<file path="src/rtl/aes_block_feeder_if.sv">
// ---------------------------------------------------------------------------
// aes_block_feeder_if
//   Bundles the stream, key and core-side signals of aes_block_feeder.
//   Handshake: a block transfers on a rising edge where in_valid && in_ready.
//   in_valid is not withdrawn by the feeder; in_ready depends only on FIFO
//   occupancy (and reset). out_valid has no ready: every pulse must be taken.
//
//   Modports
//     slave  : the feeder itself (consumes in_*, key_*, pause, aes_out)
//     master : the environment (producer, key source, AES core, consumer)
//
//   Signals
//     in_valid/in_ready/in_data : plaintext block stream
//     key_load/key_in/key_err   : key load request and rejection pulse
//     pause                     : suppress issue for one cycle
//     aes_data/aes_key/aes_issue: registered drive into the AES core
//     aes_out                   : ciphertext from the AES core
//     out_valid/out_data/out_tag: registered result with sequence tag
//     count/in_flight           : FIFO occupancy, blocks inside the core path
// ---------------------------------------------------------------------------
interface aes_block_feeder_if #(
    parameter int DEPTH    = 16,
    parameter int PIPE_LAT = 11,
    parameter int TAG_W    = 8
);
    localparam int CNT_W = $clog2(DEPTH) + 1;
    localparam int INF_W = $clog2(PIPE_LAT + 1) + 1;

    logic             in_valid;
    logic             in_ready;
    logic [127:0]     in_data;
    logic             key_load;
    logic [127:0]     key_in;
    logic             key_err;
    logic             pause;
    logic [127:0]     aes_data;
    logic [127:0]     aes_key;
    logic             aes_issue;
    logic [127:0]     aes_out;
    logic             out_valid;
    logic [127:0]     out_data;
    logic [TAG_W-1:0] out_tag;
    logic [CNT_W-1:0] count;
    logic [INF_W-1:0] in_flight;

    modport slave (
        input  in_valid, in_data, key_load, key_in, pause, aes_out,
        output in_ready, key_err, aes_data, aes_key, aes_issue,
               out_valid, out_data, out_tag, count, in_flight
    );

    modport master (
        output in_valid, in_data, key_load, key_in, pause, aes_out,
        input  in_ready, key_err, aes_data, aes_key, aes_issue,
               out_valid, out_data, out_tag, count, in_flight
    );
endinterface

</file>
<file path="src/rtl/aes_block_feeder.sv">
// ---------------------------------------------------------------------------
// aes_block_feeder
//   Front/back end for a fully pipelined AES-128 encrypt core. Plaintext
//   blocks are buffered in a FIFO, issued at most one per clock into the core,
//   tracked through a valid/tag shift register matching the core latency, and
//   the ciphertext is registered with a sequence tag. The key register may
//   only change while the whole path is empty.
//
//   Ports
//     clk   : clock, rising edge
//     reset : synchronous, active-low; clears all state
//     bus   : aes_block_feeder_if.slave (stream, key, core and status signals)
// ---------------------------------------------------------------------------
module aes_block_feeder #(
    parameter int DEPTH    = 16,
    parameter int PIPE_LAT = 11,
    parameter int TAG_W    = 8
) (
    input  logic              clk,
    input  logic              reset,
    aes_block_feeder_if.slave bus
);
    localparam int AW    = $clog2(DEPTH);
    localparam int CNT_W = AW + 1;
    localparam int INF_W = $clog2(PIPE_LAT + 1) + 1;

    // FIFO storage and bookkeeping
    logic [127:0]     r_mem [DEPTH];
    logic [AW-1:0]    r_wr_ptr;
    logic [AW-1:0]    r_rd_ptr;
    logic [CNT_W-1:0] r_count;

    // Core drive
    logic [127:0]     r_aes_data;
    logic [127:0]     r_aes_key;
    logic             r_aes_issue;
    logic [TAG_W-1:0] r_tag_ctr;
    logic [TAG_W-1:0] r_issue_tag;

    // Valid/tag tracker following each block through the core
    logic [PIPE_LAT-1:0] r_sr_vld;
    logic [TAG_W-1:0]    r_sr_tag [PIPE_LAT];
    logic [INF_W-1:0]    r_in_flight;

    // Result and status
    logic             r_out_valid;
    logic [127:0]     r_out_data;
    logic [TAG_W-1:0] r_out_tag;
    logic             r_key_err;

    logic w_in_ready;
    logic w_push;
    logic w_issue;
    logic w_retire;
    logic w_key_ok;

    // in_ready is held low while reset is asserted.
    assign w_in_ready = reset && (r_count != CNT_W'(DEPTH));
    assign w_push     = bus.in_valid && w_in_ready;
    // Issue reads only registered occupancy, so a block pushed this cycle
    // cannot be issued before the next one.
    assign w_issue    = (r_count != '0) && !bus.pause;
    // The last tracker stage lines up with the core presenting that block's
    // ciphertext on aes_out.
    assign w_retire   = r_sr_vld[PIPE_LAT-1];
    // A key change is safe only when nothing is buffered, in the core, or
    // about to enter the FIFO.
    assign w_key_ok   = (r_count == '0) && (r_in_flight == '0) && !r_aes_issue && !w_push;

    // FIFO storage carries no reset; the pointers define what is valid.
    always_ff @(posedge clk) begin
        if (w_push) begin
            r_mem[r_wr_ptr] <= bus.in_data;
        end
    end

    always_ff @(posedge clk) begin
        if (!reset) begin
            r_wr_ptr    <= '0;
            r_rd_ptr    <= '0;
            r_count     <= '0;
            r_aes_data  <= '0;
            r_aes_key   <= '0;
            r_aes_issue <= 1'b0;
            r_tag_ctr   <= '0;
            r_issue_tag <= '0;
            r_sr_vld    <= '0;
            for (int i = 0; i < PIPE_LAT; i++) begin
                r_sr_tag[i] <= '0;
            end
            r_in_flight <= '0;
            r_out_valid <= 1'b0;
            r_out_data  <= '0;
            r_out_tag   <= '0;
            r_key_err   <= 1'b0;
        end else begin
            // FIFO pointers wrap naturally because DEPTH is a power of two.
            if (w_push) begin
                r_wr_ptr <= r_wr_ptr + AW'(1);
            end
            if (w_issue) begin
                r_rd_ptr <= r_rd_ptr + AW'(1);
            end
            case ({w_push, w_issue})
                2'b10:   r_count <= r_count + CNT_W'(1);
                2'b01:   r_count <= r_count - CNT_W'(1);
                default: r_count <= r_count;
            endcase

            // Core drive: zero data on bubbles so idle cycles are clean.
            r_aes_issue <= w_issue;
            r_aes_data  <= w_issue ? r_mem[r_rd_ptr] : '0;
            r_issue_tag <= r_tag_ctr;
            if (w_issue) begin
                r_tag_ctr <= r_tag_ctr + TAG_W'(1);
            end

            // Tracker: stage 0 follows the aes_issue register by one cycle.
            r_sr_vld[0] <= r_aes_issue;
            r_sr_tag[0] <= r_issue_tag;
            for (int i = 1; i < PIPE_LAT; i++) begin
                r_sr_vld[i] <= r_sr_vld[i-1];
                r_sr_tag[i] <= r_sr_tag[i-1];
            end

            // Result register: data/tag hold between pulses.
            r_out_valid <= w_retire;
            if (w_retire) begin
                r_out_data <= bus.aes_out;
                r_out_tag  <= r_sr_tag[PIPE_LAT-1];
            end

            case ({w_issue, w_retire})
                2'b10:   r_in_flight <= r_in_flight + INF_W'(1);
                2'b01:   r_in_flight <= r_in_flight - INF_W'(1);
                default: r_in_flight <= r_in_flight;
            endcase

            if (bus.key_load && w_key_ok) begin
                r_aes_key <= bus.key_in;
            end
            r_key_err <= bus.key_load && !w_key_ok;
        end
    end

    assign bus.in_ready  = w_in_ready;
    assign bus.key_err   = r_key_err;
    assign bus.aes_data  = r_aes_data;
    assign bus.aes_key   = r_aes_key;
    assign bus.aes_issue = r_aes_issue;
    assign bus.out_valid = r_out_valid;
    assign bus.out_data  = r_out_data;
    assign bus.out_tag   = r_out_tag;
    assign bus.count     = r_count;
    assign bus.in_flight = r_in_flight;
endmodule

</file>
<file path="src/flat_wrapper.sv">
// flat-port wrapper written by rule: the top's interface ports become plain ports
module aes_block_feeder_flat 
#(
    parameter int DEPTH    = 16,
    parameter int PIPE_LAT = 11,
    parameter int TAG_W    = 8
)
  (clk, reset, bus_in_valid, bus_in_data, bus_key_load, bus_key_in, bus_pause, bus_aes_out, bus_in_ready, bus_key_err, bus_aes_data, bus_aes_key, bus_aes_issue, bus_out_valid, bus_out_data, bus_out_tag, bus_count, bus_in_flight);
  aes_block_feeder_if #(.DEPTH(DEPTH), .PIPE_LAT(PIPE_LAT), .TAG_W(TAG_W)) bus_i ();
  input  logic clk;
  input  logic reset;
  input wire logic [$bits(bus_i.in_valid)-1:0] bus_in_valid;
  input wire logic [$bits(bus_i.in_data)-1:0] bus_in_data;
  input wire logic [$bits(bus_i.key_load)-1:0] bus_key_load;
  input wire logic [$bits(bus_i.key_in)-1:0] bus_key_in;
  input wire logic [$bits(bus_i.pause)-1:0] bus_pause;
  input wire logic [$bits(bus_i.aes_out)-1:0] bus_aes_out;
  output wire logic [$bits(bus_i.in_ready)-1:0] bus_in_ready;
  output wire logic [$bits(bus_i.key_err)-1:0] bus_key_err;
  output wire logic [$bits(bus_i.aes_data)-1:0] bus_aes_data;
  output wire logic [$bits(bus_i.aes_key)-1:0] bus_aes_key;
  output wire logic [$bits(bus_i.aes_issue)-1:0] bus_aes_issue;
  output wire logic [$bits(bus_i.out_valid)-1:0] bus_out_valid;
  output wire logic [$bits(bus_i.out_data)-1:0] bus_out_data;
  output wire logic [$bits(bus_i.out_tag)-1:0] bus_out_tag;
  output wire logic [$bits(bus_i.count)-1:0] bus_count;
  output wire logic [$bits(bus_i.in_flight)-1:0] bus_in_flight;
  assign bus_i.in_valid = bus_in_valid;
  assign bus_i.in_data = bus_in_data;
  assign bus_i.key_load = bus_key_load;
  assign bus_i.key_in = bus_key_in;
  assign bus_i.pause = bus_pause;
  assign bus_i.aes_out = bus_aes_out;
  assign bus_in_ready = bus_i.in_ready;
  assign bus_key_err = bus_i.key_err;
  assign bus_aes_data = bus_i.aes_data;
  assign bus_aes_key = bus_i.aes_key;
  assign bus_aes_issue = bus_i.aes_issue;
  assign bus_out_valid = bus_i.out_valid;
  assign bus_out_data = bus_i.out_data;
  assign bus_out_tag = bus_i.out_tag;
  assign bus_count = bus_i.count;
  assign bus_in_flight = bus_i.in_flight;
  aes_block_feeder #(.DEPTH(DEPTH), .PIPE_LAT(PIPE_LAT), .TAG_W(TAG_W)) u_core (.clk(clk), .reset(reset), .bus(bus_i));
endmodule
</file>
<file path="config.mk">
export PLATFORM = sky130hd
export DESIGN_NAME = aes_block_feeder_flat
export DESIGN_NICKNAME = d
export VERILOG_FILES = /design/src/rtl/aes_block_feeder_if.sv /design/src/rtl/aes_block_feeder.sv /design/src/flat_wrapper.sv
export SDC_FILE = /design/constraint.sdc
export NUM_CORES = 2
export LEC_CHECK = 0
export CAP_MARGIN = 20
export CORE_MARGIN = 8
export CORE_UTILIZATION = 45
export CTS_BUF_LIST = sky130_fd_sc_hd__clkbuf_8
export DETAILED_ROUTE_END_ITERATION = 6
export MAX_ROUTING_LAYER = met4
export PLACE_DENSITY = 0.69
export SLEW_MARGIN = 20
export SYNTH_ARGS = -nofsm -noshare
export SYNTH_HDL_FRONTEND = slang
export SYNTH_SLANG_ARGS = --single-unit
</file>
<file path="constraint.sdc">
create_clock -name clk -period 17.9 [get_ports clk]
set_clock_uncertainty 0.05 [all_clocks]
set_input_delay 2.685 -clock clk [delete_from_list [all_inputs] [get_ports clk]]
set_output_delay 2.685 -clock clk [all_outputs]
set_load 0.05 [all_outputs]
</file>
# --- Word level (Yosys, flattened, before mapping) ---
# Memory sizes are Yosys's and may differ from the RTL's. A register that Yosys moved wholly into a read port is not among the register bits.
# Cells that the tools add are included.
# W data, S select, Z words.
op_classes:
  muxes: 17
  eq_ne: 5
  add_sub_neg: 7
  reduce_logical: 20
  n_bitwise: 11
ops:
  columns: ["cell", "count"]
  rows:
  - ["$mux W8", 11]
  - ["$pmux W5 S2", 2]
  - ["$or A1 B1 Y1", 11]
  - ["$add A5 B1 Y5 const B", 2]
  - ["$logic_not A5 Y1", 2]
  - ["$sub A5 B1 Y5 const B", 2]
  - ["$add A4 B1 Y4 const B", 2]
  - ["$add A8 B1 Y8 const B", 1]
  - ["$logic_and A1 B1 Y1", 8]
  - ["$logic_not A1 Y1", 6]
  - ["$ne A5 B5 Y1 const B", 1]
  - ["$reduce_bool A5 Y1", 1]
  - ["$eq A2 B1 Y1 const B", 2]
  - ["$eq A2 B2 Y1 const B", 2]
  - ["$mux W1", 4]
  - ["$reduce_bool A2 Y1", 2]
  - ["$reduce_and A2 Y1", 1]
word_totals:
  regBits: 304
  mem_count: 2
  mem_bits_rw: 2136
  word_cells: 74
  in_bits: 389
memory_table:
  columns: ["name", "words", "word_bits", "rd", "rd_ports_with_merged_regs", "wr", "line_no", "text"]
  rows:
  - ["u_core.r_mem", 16, 128, 1, 1, 1, "aes_block_feeder.sv:28", "logic [127:0] r_mem [DEPTH];"]
  - ["u_core.r_sr_tag", 11, 8, 11, 1, 11, "aes_block_feeder.sv:42", "logic [TAG_W-1:0] r_sr_tag [PIPE_LAT];"]

# --- Logic depth before layout (Yosys ltp) ---
depth:
  depth_word: 7
  mapped_depth: 12
  depth_no_buf: 10

# --- Worst setup path after synthesis ---
# Ideal clock, no wire load.
synth_path:
  path_kind: "input-to-reg"
  startpoint: "input reset"
  endpoint: "memory u_core.r_mem[2][0], enable pin"
  path_slack_ns: 4.829
  stages: 5
  path_buffers: 3
  setup_ns: 0.771
  arrival_ns: 12.250
  path_cell_list: "clkbuf_1 -> clkbuf_1 -> clkbuf_1 -> nand3_1 -> nor3_1"
synth_between:
  elab_chain_len: 4
synth_lines:
  columns: ["item", "line_no", "text"]
  rows:
  - ["start, declared", "flat_wrapper.sv:11", "input logic reset;"]
  - ["$logic_and A1 B1 Y1", "aes_block_feeder.sv:58", "assign w_in_ready = reset && (r_count != CNT_W'(DEPTH));"]
  - ["$logic_and A1 B1 Y1", "aes_block_feeder.sv:59", "assign w_push = bus.in_valid && w_in_ready;"]
  - ["$mux W1", "aes_block_feeder.sv:72", "if (w_push) begin"]
  - ["$mux W1 (not written as such)", "aes_block_feeder.sv:73", "r_mem[r_wr_ptr] <= bus.in_data;"]
  - ["end, declared", "aes_block_feeder.sv:28", null]
# No other way between the ends.

# --- Final worst setup path ---
layout_path:
  startpoint: "input reset"
  endpoint: "output bus_in_ready"
layout_between:
  elab_chain_len: 1
layout_lines:
  columns: ["item", "line_no", "text"]
  rows:
  - ["$logic_and A1 B1 Y1", "aes_block_feeder.sv:58", null]
  - ["end, declared", "flat_wrapper.sv:18", "output wire logic [$bits(bus_i.in_ready)-1:0] bus_in_ready;"]
# No other way between the ends.

==> flow_summary.ini <==
[status]
status = completed

[placement]
io_buffers = 794
gp_congestion = 0.962
dp.cells = 8115
dp_hpwl_um = 153000
placed_area_um2 = 106000

[routing]
vias_per_cell = 5.45
postRouteAntennaNets = 0
avgRoutedWirePerCell_um = 28.7
firstDrtPassIters = 5
wl_um = 256000
via_count = 48586
drc_errors = 0
first_iter_violations = 3764

[setup_path]
slowest_stage = clkdlybuf4s50_1
worst-endpoint-required_ns = 15.16
worstSetupStartpointType = primary input
slowest_delay_ns = 0.83
cp-end-kind = primary output
crit_chain = buf_8, a21boi_0, clkdlybuf4s50_1
crit_fanout = 54
crit_type = in -> out
cp.arrival_ns = 4.09
rr_worst_depth = 6

[timing]
maxSlewViolCount = 0
max_slew_margin_pct = 21.1
finalSetupTns_ns = 0
fin_crit_sh_pct = 38.1
rsz0062_at_grt = no
worst_pin_slew_ns = 1.18
finalHoldViolations = 0
finalSetupViolCount = 0
fmaxAchievable_mhz = 147
worst_hold_slack_ns = 0.321
period_minus_slack_ns = 6.82

[floorplan]
fp.dieW_um = 476
core_um2 = 210000
fp-row-count = 168
start_util_pct = 45.3
ioPinCount = 795
die_h_um = 476
die_area_um2 = 226000

[synthesis]
syn_nets = 5121
yosys_warnings = 0
yosysSeqAreaShare_pct = 75.8
synth-seq-cells = 2576
synthTopCellsByArea = edfxtp_1 65%, mux4_2 12%, dfxtp_1 11%
async_flop_share_pct = 0
avgSynthCellArea_um2 = 20.1
synth_edf_count = 2048
yosysTopAreaCell = edfxtp_1
synth_top_area_share_pct = 64.7
synth_cell_types = 49
synth_ff_type = edfxtp_1
synthesis.area_um2 = 95000
syn_inst = 4718

[grt]
grt_pass1_vias = 50041
antenna_found_initial = 71
track_usage_pct = 22.6
grt_pass1_wl_um = 360000
grt_max_degree = 209
grt_overflow = 0

[cells_and_area]
design_area_um2 = 114000
final_cells = 8919
multiInputGateArea_um2 = 21700
final_common_cell = edfxtp_1
nets = 6137
drive_gt1_share_pct = 19.6
layout_common_cells = 2,048 x edfxtp_1, 793 x clkdlybuf4s50_1, 524 x dfxtp_1, 512 x mux4_2, 500 x mux2i_1
area_growth_pct = 20.1
n_fill_cell = 16240
register_area_um2 = 72100

[power_and_ir_drop]
power_density_nw_per_um2 = 125
leakage_uw = 0.0362
totalPowerFinal_uw = 14200
max-vdd-ir-drop_v = 0.0000851

[clocking]
cts_tree = built
clock-root-buffer = clkbuf_8
hold_buffers = 0
clk_path_buf_depth = 4
cts_sinks = 2576
numCtsBuffers = 422
clk_pin_slew_worst_paths_ns = 0.06
ctsResizeCount = 0
clk_latency_ns = 1.07
postCtsSetupBuffers = 0
h-tree-depth = 5

[worst_hold_path]
hold_depth = 1
hold_class = reg -> reg

[job]
maxCapViolCount = 0
-- worst max-delay path: cells and delay by family --
kind / cells / cell delay [ns]
buffers and inverters: 2 / 1.11
AOI/OAI and AO/OA: 1 / 0.24
-- Yosys cell counts (13+ instances only) --
library cell and n:
clkbuf_1 165, and2_1 117, edfxtp_1 2048, o32ai_1 99
mux2i_1 500, mux4_2 512, mux2_2 32, nor2b_1 143
buf_12 13, buf_1 19, buf_2 79, nor2_1 15
dfxtp_1 528, nand2_1 306, o21ai_0 37, ha_1 13
-- sequential cells by signal (all words and copies together), names as in the netlist, 4 cells and up --
name and flops:
u_core.bus.aes_data 128, u_core.bus.aes_key 128, u_core.bus.count 5, u_core.bus.in_flight 5, u_core.bus.out_data 128, u_core.bus.out_tag 8
u_core.r_issue_tag 8, u_core.r_mem 2048, u_core.r_rd_ptr 4, u_core.r_sr_tag 88, u_core.r_sr_vld 11, u_core.r_tag_ctr 8
u_core.r_wr_ptr 4
-- path summary, 6_finish.rpt --
check | startpoint | endpoint | slack (ns)
worst max-delay path | reset | bus_in_ready | 11.08
worst min register to register | u_core.r_sr_tag[8][2] | u_core.r_sr_tag[9][2] | 0.32
worst max register to register | u_core.r_rd_ptr[2] | u_core.bus.aes_data[125] | 13.49
worst min-delay path | u_core.r_sr_tag[8][2] | u_core.r_sr_tag[9][2] | 0.32
-- cell families after synthesis --
logic type	share of synthesized area, %
adders and majority gates	0.192
muxes	17.8
xor gates and xnor gates	0.111
DFF	75.8
and+or+nand+nor	3.31
buffers and inverters	1.50
AOI/OAI and AO/OA	1.26
-- layout make-up --
| class | instances | share of cell area (%) |
|---|---|---|
| diodes | 52 | 0.114 |
| repair buffers | 873 | 7.60 |
| clock buffers | 484 | 5.84 |
| inverters | 7 | 0.0252 |
| clock inverters | 268 | 1.16 |
| multi-input cells | 1854 | 19.0 |
| well taps | 2805 | 3.08 |
| flip-flops and latches | 2576 | 63.2 |
-- routing by layer --
| metal | vias up | share of wire (%) | track usage [%] |
|---|---|---|---|
| li1 | 20975 | - | - |
| met1 | 25256 | 38 | 26.6 |
| met2 | 1888 | 50 | 37.6 |
| met3 | 467 | 7.5 | 5.82 |
| met4 | 0 | 4.0 | 8.82 |
| met5 | - | 0 | - |
-- through the flow --
stage / setup slack [ns] / util [%]
global route: 10.97 / 54.4
finish: 11.08 / 54.4
detailed placement: 11.09 / 50.5
CTS: 11.09 / 54.3
global placement: 11.10 / 50.5
floorplan: 4.83 / -
-- where the power goes --
part | total (uW) | internal [uW] | switching, uW
combinational | 2530 | 1020 | 1500
sequential | 6890 | 6710 | 179
clock | 4830 | 2580 | 2250
No activity file was read; power rests on OpenSTA's default activity.
